===== config.mk =====
export PLATFORM = sky130hd
export DESIGN_NAME = meteor_collision_ctrl
export DESIGN_NICKNAME = d
export VERILOG_FILES = /design/src/rtl/meteor_collision_ctrl.sv
export SDC_FILE = /design/constraint.sdc
export NUM_CORES = 1
export LEC_CHECK = 0
export CORE_AREA = 2 2 52 74
export DETAILED_ROUTE_END_ITERATION = 16
export DIE_AREA = 0 0 54 76
export PLACE_DENSITY = 0.93
export SYNTH_ARGS = -nofsm -noshare
export SYNTH_HDL_FRONTEND = slang
export SYNTH_SLANG_ARGS = --single-unit

===== constraint.sdc =====
create_clock -name clk -period 4.9 [get_ports clk]
set_input_delay 1.225 -clock clk [delete_from_list [all_inputs] [get_ports clk]]
set_output_delay 1.225 -clock clk [all_outputs]
set_load 0.02 [all_outputs]

===== src/rtl/meteor_collision_ctrl.sv =====
// rtl/meteor_collision_ctrl.sv - per-frame meteor hit/crash accumulation, scoring and speed control
module meteor_collision_ctrl #(
    parameter int unsigned M1_Y           = 100,
    parameter int unsigned M2_Y           = 350,
    parameter int unsigned M3_Y           = 220,
    parameter int unsigned SIZE           = 30,
    parameter int unsigned RESPAWN_FRAMES = 4,
    parameter int unsigned BASE_SPEED     = 2,
    parameter int unsigned MAX_SPEED      = 8,
    parameter int unsigned M3_SCORE       = 7
) (
    input  logic       clk,
    input  logic       rst_n,
    input  logic       v_sync,
    input  logic       video_active,
    input  logic [9:0] pix_y,
    input  logic       meteor_on,
    input  logic       shot_on,
    input  logic       ship_on,
    input  logic       restart,
    output logic       m1_alive,
    output logic       m2_alive,
    output logic       m3_alive,
    output logic [3:0] score,
    output logic [4:0] speed_out,
    output logic       hit_pulse,
    output logic       game_over
);
    typedef enum logic {ST_PLAY, ST_OVER} state_e;

    localparam logic [4:0] SPEED_RST = 5'(BASE_SPEED);
    localparam logic [3:0] CNT_RST   = 4'(RESPAWN_FRAMES);

    function automatic logic [4:0] speed_for(input logic [3:0] s);
        logic [5:0] t;
        t = 6'(BASE_SPEED) + {3'b000, s[3:1]};
        return (t > 6'(MAX_SPEED)) ? 5'(MAX_SPEED) : t[4:0];
    endfunction

    state_e          state_q, state_d;
    logic            s1_q, s1_d, s2_q, s2_d, s3_q, s3_d;
    logic [2:0]      alive_q, alive_d;
    logic [2:0][3:0] cnt_q, cnt_d;
    logic [2:0]      hit_q, hit_d;
    logic            crash_q, crash_d;
    logic [3:0]      score_q, score_d;
    logic [4:0]      speed_q, speed_d;
    logic            hit_pulse_q, hit_pulse_d;
    logic            game_over_q, game_over_d;

    logic [31:0] y32;
    logic [2:0]  in_band, hit_en;
    logic        commit, shot_px, crash_px;
    logic [4:0]  score_sum;

    assign y32     = 32'(pix_y);
    assign in_band = {(y32 >= M3_Y) && (y32 < M3_Y + SIZE),
                      (y32 >= M2_Y) && (y32 < M2_Y + SIZE),
                      (y32 >= M1_Y) && (y32 < M1_Y + SIZE)};
    assign shot_px  = video_active & meteor_on & shot_on;
    assign crash_px = video_active & meteor_on & ship_on;
    // Meteor 3 only becomes shootable once the score reaches its threshold.
    assign hit_en   = {(score_q >= 4'(M3_SCORE)), 2'b11};
    assign commit   = s2_q & ~s3_q;
    assign score_sum = {1'b0, score_q} + {4'b0000, hit_q[0]}
                     + {4'b0000, hit_q[1]} + {4'b0000, hit_q[2]};

    always_comb begin
        state_d     = state_q;
        s1_d        = v_sync;
        s2_d        = s1_q;
        s3_d        = s2_q;
        alive_d     = alive_q;
        cnt_d       = cnt_q;
        hit_d       = hit_q;
        crash_d     = crash_q;
        score_d     = score_q;
        speed_d     = speed_q;
        hit_pulse_d = 1'b0;
        game_over_d = game_over_q;
        case (state_q)
            ST_PLAY: begin
                if (commit) begin
                    for (int k = 0; k < 3; k++) begin
                        if (hit_q[k]) begin
                            alive_d[k] = 1'b0;
                            cnt_d[k]   = CNT_RST;
                        end else if (!alive_q[k]) begin
                            if (cnt_q[k] == 4'd1) begin
                                alive_d[k] = 1'b1;
                                cnt_d[k]   = 4'd0;
                            end else if (cnt_q[k] != 4'd0) begin
                                cnt_d[k] = cnt_q[k] - 4'd1;
                            end
                        end
                    end
                    score_d     = (score_sum > 5'd15) ? 4'd15 : score_sum[3:0];
                    speed_d     = speed_for(score_d);
                    hit_pulse_d = |hit_q;
                    hit_d       = 3'b000;
                    crash_d     = 1'b0;
                    if (crash_q) begin
                        state_d     = ST_OVER;
                        game_over_d = 1'b1;
                        alive_d     = 3'b000;
                    end
                end else begin
                    hit_d   = hit_q | (in_band & alive_q & hit_en & {3{shot_px}});
                    crash_d = crash_q | crash_px;
                end
            end
            ST_OVER: begin
                if (restart) begin
                    state_d     = ST_PLAY;
                    alive_d     = 3'b111;
                    cnt_d       = '0;
                    hit_d       = 3'b000;
                    crash_d     = 1'b0;
                    score_d     = 4'd0;
                    speed_d     = SPEED_RST;
                    game_over_d = 1'b0;
                end
            end
            default: state_d = ST_PLAY;
        endcase
    end

    always_ff @(posedge clk or negedge rst_n) begin
        if (!rst_n) begin
            state_q     <= ST_PLAY;
            s1_q        <= 1'b0;
            s2_q        <= 1'b0;
            s3_q        <= 1'b0;
            alive_q     <= 3'b111;
            cnt_q       <= '0;
            hit_q       <= 3'b000;
            crash_q     <= 1'b0;
            score_q     <= 4'd0;
            speed_q     <= SPEED_RST;
            hit_pulse_q <= 1'b0;
            game_over_q <= 1'b0;
        end else begin
            state_q     <= state_d;
            s1_q        <= s1_d;
            s2_q        <= s2_d;
            s3_q        <= s3_d;
            alive_q     <= alive_d;
            cnt_q       <= cnt_d;
            hit_q       <= hit_d;
            crash_q     <= crash_d;
            score_q     <= score_d;
            speed_q     <= speed_d;
            hit_pulse_q <= hit_pulse_d;
            game_over_q <= game_over_d;
        end
    end

    assign m1_alive  = alive_q[0];
    assign m2_alive  = alive_q[1];
    assign m3_alive  = alive_q[2];
    assign score     = score_q;
    assign speed_out = speed_q;
    assign hit_pulse = hit_pulse_q;
    assign game_over = game_over_q;
endmodule


==> results.md, run 1 <==
- Synth Warn #: 0
- Initial DRT Pass Iterations: 4
- Clock transition at path regs: 80 ps
- Antenna violations before repair: 0
- CTS sink count: 33
- Worst skew pair latency: 290 ps
- Main combinational cell family by area after synthesis: simple AND/OR/NAND/NOR gates
- Worst VDD drop: 329 uV
- Core Area: 3510 um^2
- Layout cells sized above 1: 0.107
- DR vias/cell: 6.15
- Mean area per synthesized cell: 9.71 um^2
- Wirelength per Cell: 16.3 um
- WP data required: 5080 ps
- Min-delay worst type: flop to flop
- Area contributors post-synth: dfrtp_1 39%, ha_1 6.0%, dfstp_2 5.6%
- # nets final: around 250
- Post-Synth XOR/XNOR Area: 0.00465
- ANT nets after route: 0
- RR Startpoint: hit_q[0]
- Syn_nets: 223
- Fin Hold WS: 352 ps
- Area Overhead vs Synth: 21.8%
- Largest net degree at the start of global routing: 34
- Hold Path End: s2_q
- Startpoint types: input pin
- Final setup fails: 0
- Critical R2R Capture: speed_out[0]
- Final setup TNS: 0 ps
- Vias in the first global route: 1601
- FF+latch count, synth: 33
- Crit end category: flop
- Starting density of the core: 0.536
- Clock Path Buffers: 2
- # resized after CTS: 0
- Status: completed
- Post-cts hold buffer count: 0
- Post-synthesis simple-gate area fraction: 0.225
- IO Port Bufs: 29
- Hold depth: 0
- Register-to-Register Path Depth: 9
- Post-synth top cells: 29 x dfrtp_1, 18 x nand2_1, 17 x inv_1, 12 x o21ai_0, 9 x ha_1
- FP Rows: 26
- Setup Crit Path Kind: input pin to flop
- RSZ-0062 raised after global routing: false
- First-pass GRT wire length: 7320 um
- CP arrival: between 3000 and 4000 ps
- Most common cell in the netlist: dfrtp_1
- CP max FO: 2
- Total wire length: between 4000 and 5000 um
- Leak pwr: 0.993 nW
- Hold_sp: s1_q
- RD Place Congestion: 0.842
- Post-Synth Adder-Cell Area: 0.0810
- 1st-iter DRT viols: 50
- Minimum clock period: 2840 ps
- Die Span X: around 54 um
- Post-synthesis mux area share: 0.0292
- CTS tree: done
- Sequential share of the synthesized area: 0.441
- Post-synthesis cell type count: 49
- Clock skew: 9.80 ps
- GR Util All Layers: 0.242
- Die area: 4100 um^2
- Ys flop type: dfrtp_1
- IO Count: 32
- Slew at the pin closest to its max-slew limit: 735 ps
- Ant diodes: 0
- GRT overflow: 0
- Async set-reset flop share out of synthesis: 1.00
- Final clock period utilization by the worst path: 0.579
- Slew Limit Headroom: 0.508
- Maxcap violations: 0
- Max-slew violation count: 0
- Post-CTS Setup Bufs: 0
- Reg2reg setup slack: 2320 ps
- Post-Synthesis Cell Area: around 1900 um^2
- Num CTS Buffers: 5
- Depth of the CTS H-tree: 2
- Vias post-DR: approximately 1600
- CTS root buf: clkbuf_8
- Cell taking the most area after synthesis: dfrtp_1
- Power Density: between 400 and 500 nW/um^2
- Syn Inst Count: 194
- Final hold vios: 0
- Post-synth top area share: 0.385
- DRC Markers: 0
- Chip height: 76 um
- Detail Placement HPWL: approximately 3100 um
- EDFF count, synth: 0
- Total chip power: approximately 1.1 mW
- Post-synthesis compound-gate area fraction: 0.167
- Fmax: 352 MHz
[state kept, by name, indices dropped and copies added (netlist names), 3 cells and up]
name and flops:
alive_q 3, cnt_q 12, hit_q 3, score 4, speed_out 4
[cell usage in the layout (no fill, tap or decap), types with 5 or more instances in the layout]
cell and instances:
ha_1 9, dfrtp_1 29, nand2_1 18, clkdlybuf4s50_1 29, a21oi_1 7, nor2_1 8
o21ai_0 12, nor3_1 8, nand3_1 8, inv_1 17, clkbuf_8 5
[final cells by class]
type / instances / area [um^2]
tap: 42 / 52.6
clock inverter: 3 / 17.5
timing repair buffer: 30 / 298
sequential: 33 / 831
multi-input combinational: 137 / 963
fill: 275 / 1220
inverter: 17 / 63.8
clock buffer: 5 / 68.8
[metal layers]
layer,share of wire,wire length (um),global-route usage
met5,0,0,0
met4,0.026,114,0.113
met2,0.55,2400,0.393
met3,0.049,215,0.0569
met1,0.37,1610,0.294
[worst max-delay path, stage by stage]
cell and delay [ps]:
clkdlybuf4s50_1 480, nor4bb_1 300, nand3_1 160, or3b_2 480, o41ai_1 380
[logic make-up after synthesis]
kind of cell	count (synthesis)
flops	33
simple gates	73
buf+inv	24
compound gates	46
fa+ha+maj	11
xor+xnor	1
mux	5
other cells	1
[where the power goes]
part           internal [mW]  switching (mW)
Clock                 0.0979           0.104
Combinational          0.204           0.206
Sequential             0.359           0.102
Total                  0.661           0.413
[how the worst max path moves through the flow]
stage,startpoint,end,depth (start not counted)
final,meteor_on,hit_q[1],5
after global routing,meteor_on,hit_q[1],5
after CTS,meteor_on,hit_q[1],5
after detailed placement,meteor_on,hit_q[1],5
after global placement,meteor_on,hit_q[1],5
after floorplan,meteor_on,hit_q[1],4
[stage by stage]
step                      instances  utilization  cell area [um^2]  setup WS, ps
after floorplan                 194            -              1880          2460
after global placement          259        0.629              2210          1870
after detailed placement        259        0.629              2210          1760
after CTS                       267        0.653              2290          2060
after global routing            267        0.653              2290          2010
final                           267        0.653              2290          2060
No activity file was read; power rests on OpenSTA's default activity.
==> inputs of run 2 (changes only) <==
--- a/config.mk
+++ b/config.mk
@@ -5,10 +5,10 @@
 export SDC_FILE = /design/constraint.sdc
 export NUM_CORES = 1
 export LEC_CHECK = 0
-export CORE_AREA = 2 2 52 74
+export CORE_AREA = 2 2 57 80
 export DETAILED_ROUTE_END_ITERATION = 16
-export DIE_AREA = 0 0 54 76
-export PLACE_DENSITY = 0.93
+export DIE_AREA = 0 0 59 82
+export PLACE_DENSITY = 0.84
 export SYNTH_ARGS = -nofsm -noshare
 export SYNTH_HDL_FRONTEND = slang
 export SYNTH_SLANG_ARGS = --single-unit
==> constraint.sdc (replaced) <==
create_clock -name clk -period 2.6 [get_ports clk]
set_input_delay 0.65 -clock clk [delete_from_list [all_inputs] [get_ports clk]]
set_output_delay 0.65 -clock clk [all_outputs]
set_load 0.02 [all_outputs]
==> results.md, run 2 (synthesized netlist as in run 1, its figures left out) <==
- Maxcap violations: 0
- # nets final: 259
- Chip height: 82 um
- Pint: between 1 and 1.5 mW
- Net Sw Frac: 0.364
- Final setup fails: 0
- CP Cell Sequence: fa_1, ha_1, inv_1, fa_2, nor3b_2, a21oi_1, ha_1, a211oi_1, a21o_1
- Largest net degree at the start of global routing: 34
- DR vias/cell: 5.82
- CP max stage cell: fa_1
- Largest Register: cnt_q
- CP max FO: 4
- Die area: between 4000 and 5000 um^2
- Worst VDD drop: 451 uV
- RD Place Congestion: 0.814
- ANT nets after route: 0
- GRT overflow: 0
- Area Overhead vs Synth: 24.7%
- Fin cells: 276
- CTS root buf: clkbuf_8
- Clk network pwr share: 0.196
- Leak pwr: 1.02 nW
- Family with the most delay on the worst path: adder cells
- IO Count: 32
- CTS sink count: 33
- FP Rows: 28
- Max-slew violation count: 0
- Dpl cell area: around 2300 um^2
- Net Sw Power: 0.733 mW
- Post-cts hold buffer count: 0
- Most frequent cells in the layout: 29 x dfrtp_1, 29 x clkdlybuf4s50_1, 18 x nand2_1
- RSZ-0062 raised after global routing: false
- 1st-iter DRT viols: 39
- Antenna violations before repair: 0
- Post-route setup slack: 154 ps
- Clock Path Buffers: 2
- Total chip power: 2.01 mW
- Max FFs per register: 12
- First-pass GRT wire length: 7070 um
- CP arrival: 2670 ps
- Startpoint types: flop
- Depth of the CTS H-tree: 2
- CTS tree: done
- Die Span X: 59 um
- Detail Placement HPWL: 3030 um
- Post-CTS Setup Bufs: 0
- Num CTS Buffers: 5
- Power Density: 857 nW/um^2
- Clock skew: roughly 6 ps
- Comb power frac: 0.380
- Final hold vios: 0
- Crit end category: flop
- GR Util All Layers: 0.194
- Slew Limit Headroom: 0.592
- Slew at the pin closest to its max-slew limit: roughly 600 ps
- DRC Markers: 0
- Final setup TNS: 0 ps
- Vias in the first global route: roughly 1600
- Most used cell, CP: ha_1
- Dpl ws: 128 ps
- Vias post-DR: between 1500 and 2000
- Final clock period utilization by the worst path: 0.941
- WP buf/inv: 1
- Sequential Power Share: 0.424
- Worst skew pair latency: between 200 and 300 ps
- Fmax: 409 MHz
- Layout cells sized above 1: 0.126
- Post-placement cell count: 268
- Min-delay worst type: flop to flop
- Final core occ: 0.568
- Final instance area: approximately 2300 um^2
- Wirelength per Cell: 15.1 um
- Fin Hold WS: 356 ps
- Core Area: roughly 4100 um^2
- WP data required: 2830 ps
- Setup Crit Path Kind: flop to flop
- Starting density of the core: 0.456
- Minimum clock period: 2450 ps
- # resized after CTS: 0
- CP max stage delay: approximately 560 ps
- Total wire length: 4180 um
- Status: completed
- Initial DRT Pass Iterations: 4
- Clock transition at path regs: 70 ps
- IO Port Bufs: 29
- Ant diodes: 0
==> run 2: cell count changes in the layout (fill, tap and decap cells not counted) <==
| cell | previous run | this run |
|---|---|---|
| buf_4 | 1 | 7 |
| clkbuf_1 | 0 | 2 |
| clkinv_2 | 2 | 0 |
| clkbuf_8 | 5 | 6 |
| clkinvlp_4 | 1 | 0 |
| fa_1 | 2 | 1 |
| fa_2 | 0 | 1 |
==> run 2: per-layer routing <==
metal  track usage  wire length (um)  vias up
li1              -                 -      779
met1         0.230              1730      779
met2         0.336              2200       39
met3        0.0394               181        8
met4        0.0818                63        0
met5             0                 0        -
==> run 2: layout make-up <==
| cell class | count | area [um^2] |
|---|---|---|
| Multi-Input combinational cell | 137 | 966 |
| Clock buffer | 8 | 90.1 |
| Fill cell | 367 | 1780 |
| Inverter | 17 | 63.8 |
| Timing Repair Buffer | 36 | 343 |
| Tap cell | 45 | 56.3 |
| Sequential cell | 33 | 831 |
==> run 2: final timing paths <==
check,from,to,slack [ps],cells after the start
hold / removal,s1_q,s2_q,360,0
setup reg to reg,score[0],speed_out[0],150,9
hold reg to reg,s1_q,s2_q,360,0
setup / recovery,score[0],speed_out[0],150,9
max in group asynchronous,rst_n,alive_q[2],1510,2
min in group asynchronous,rst_n,cnt_q[5],760,2
==> run 2: power groups by stage <==
stage               clock network (mW)  registers (mW)  logic [mW]
finish                           0.395           0.854       0.766
global placement                     0           0.851       0.740
CTS                              0.408           0.851       0.771
global route                     0.431           0.877       0.860
floorplan                            0           0.881       0.461
detailed placement                   0           0.855       0.765
==> inputs of run 3 (changes only) <==
--- a/config.mk
+++ b/config.mk
@@ -8,7 +8,9 @@
 export CORE_AREA = 2 2 57 80
 export DETAILED_ROUTE_END_ITERATION = 16
 export DIE_AREA = 0 0 59 82
+export HOLD_SLACK_MARGIN = 0.06
 export PLACE_DENSITY = 0.84
+export SKIP_CTS_REPAIR_TIMING = 1
 export SYNTH_ARGS = -nofsm -noshare
 export SYNTH_HDL_FRONTEND = slang
 export SYNTH_SLANG_ARGS = --single-unit
==> constraint.sdc (replaced) <==
create_clock -name clk -period 2 [get_ports clk]
set_input_delay 0.5 -clock clk [delete_from_list [all_inputs] [get_ports clk]]
set_output_delay 0.5 -clock clk [all_outputs]
set_load 0.02 [all_outputs]
==> results.md, run 3 (synthesized netlist as in run 1, its figures left out) <==
- Final hold vios: 0
- FP Rows: 28
- Post-route setup slack: -328 ps
- Num CTS Buffers: 5
- Max-slew violation count: 0
- Dpl cell area: 2350 um^2
- Met2 Wirelength: about 2500 um
- DRC Markers: 0
- IO Count: 32
- Vias post-DR: approximately 1700
- Initial DRT Pass Iterations: 4
- Max layer used: met4
- Total wire length: 4560 um
- Most frequent cells in the layout: 27 x dfrtp_1, 27 x clkdlybuf4s50_1, 19 x buf_4
- Fillers: 322
- Clock Path Buffers: 2
- Final clock period utilization by the worst path: 1.16
- Clock skew: 3.25 ps
- WP data required: 2230 ps
- Minimum clock period: roughly 2300 ps
- Largest net degree at the start of global routing: 34
- Family with the most delay on the worst path: adder cells
- Setup Crit Path Kind: flop to flop
- Final core occ: 0.607
- DR vias/cell: 5.86
- ANT nets after route: 0
- GR Util All Layers: 0.201
- CP max stage cell: fa_1
- Crit end category: flop
- Worst VDD drop: 624 uV
- Depth of the CTS H-tree: 2
- CP max FO: 4
- CP arrival: 2560 ps
- RSZ-0062 raised after global routing: true
- First-pass GRT wire length: 7360 um
- Startpoint types: flop
- Antenna violations before repair: 0
- Worst skew pair latency: 290 ps
- Final setup fails: 8
- Clk network pwr share: 0.192
- Area occupied by multi-input gates: 1030 um^2
- Area Overhead vs Synth: 33.1%
- Sequential Power Share: 0.408
- Violated checks: setup timing
- CTS root buf: clkbuf_8
- WP buf/inv: 1
- Net Sw Frac: 0.371
- Leak pwr: 1.10 nW
- Largest Register: cnt_q
- Status: finished, violations left
- Die area: 4840 um^2
- CP Cell Sequence: fa_1, ha_2, inv_2, fa_2, nor3b_2, a21oi_2, ha_4, a211oi_2, a21o_1
- Maxcap violations: 0
- Comb power frac: 0.399
- Ant diodes: 0
- Final instance area: 2510 um^2
- Min-delay worst type: flop to flop
- Chip height: 82 um
- Detail Placement HPWL: 3270 um
- IO Port Bufs: 29
- Fmax: 430 MHz
- Power Density: 1080 nW/um^2
- Max FFs per register: 12
- CTS tree: done
- Clock transition at path regs: 70 ps
- Die Span X: 59 um
- Pint: about 1.7 mW
- Wirelength per Cell: 15.8 um
- M1 WL: 1710 um
- Register area: 833 um^2
- GRT overflow: 0
- CP max stage delay: between 500 and 600 ps
- CTS sink count: 33
- 1st-iter DRT viols: 52
- Core Area: 4130 um^2
- RD Place Congestion: 0.818
- Net Sw Power: 1.01 mW
- Met3 routed WL: 197 um
- Starting density of the core: 0.456
- # nets final: about 270
- Layout cells sized above 1: 0.214
- Vias in the first global route: 1664
## run 3: cell types whose count changed in the layout (fill, tap and decap cells not counted), moves of 2 or more
cell / change
buf_4: +12
clkdlybuf4s50_1: -2
dfrtp_1: -2
dfrtp_2: +2
dlymetal6s2s_1: +2
ha_1: -2
## run 3: final timing paths
| check | startpoint | end | slack (ps) | depth (start not counted) |
|---|---|---|---|---|
| worst max register to register | hit_q[2] | speed_out[0] | -330 | 9 |
| worst min register to register | s1_q | s2_q | 350 | 0 |
| min in group asynchronous | rst_n | speed_out[0] | 610 | 2 |
| max in group asynchronous | rst_n | speed_out[1] | 1050 | 2 |
| worst max-delay path | hit_q[2] | speed_out[0] | -330 | 9 |
| worst min-delay path | s1_q | s2_q | 350 | 0 |
## run 3: worst reg2reg max path, delay by kind of cell (launching register included)
family	cells	cell delay, ps
AO/OA/AOI/OAI	3	310
adder cells (fa/ha/maj)	4	1270
AND/OR/NAND/NOR	1	220
flip-flops	1	420
buffers and inverters	1	40
## run 3: layer usage
metal | track usage | vias up
met5 | 0 | -
met4 | 0.130 | 0
met3 | 0.0331 | 17
met2 | 0.338 | 59
met1 | 0.234 | 813
li1 | - | 799
## run 3: area by class of cell
type	count	share of cell area
Tap cell	45	0.0224
Timing Repair Buffer	48	0.175
Inverter	17	0.0254
Clock buffer	8	0.0359
Sequential cell	33	0.332
Multi-Input combinational cell	137	0.409
## run 3: metrics by stage
step | worst slack (ps) | hold slack, ps | TNS, ps | std cells | power (mW)
after floorplan | -243 | 204 | -790 | 194 | 1.75
after global placement | -288 | 332 | -1310 | 278 | 2.11
after detailed placement | -379 | 337 | -1660 | 278 | 2.16
after CTS | -321 | 352 | -1440 | 286 | 2.69
after global routing | -430 | 360 | -2420 | 288 | 2.90
final | -328 | 350 | -1690 | 288 | 2.72
## run 3: power by group through the flow
| stage | combinational [mW] | clock (mW) | sequential [mW] |
|---|---|---|---|
| 6_report | 1.09 | 0.523 | 1.11 |
| 5_1_grt | 1.21 | 0.550 | 1.14 |
| 4_1_cts | 1.05 | 0.530 | 1.10 |
| 3_5_place_dp | 1.05 | 0 | 1.12 |
| 3_3_place_gp | 1.01 | 0 | 1.11 |
| 2_1_floorplan | 0.605 | 0 | 1.15 |
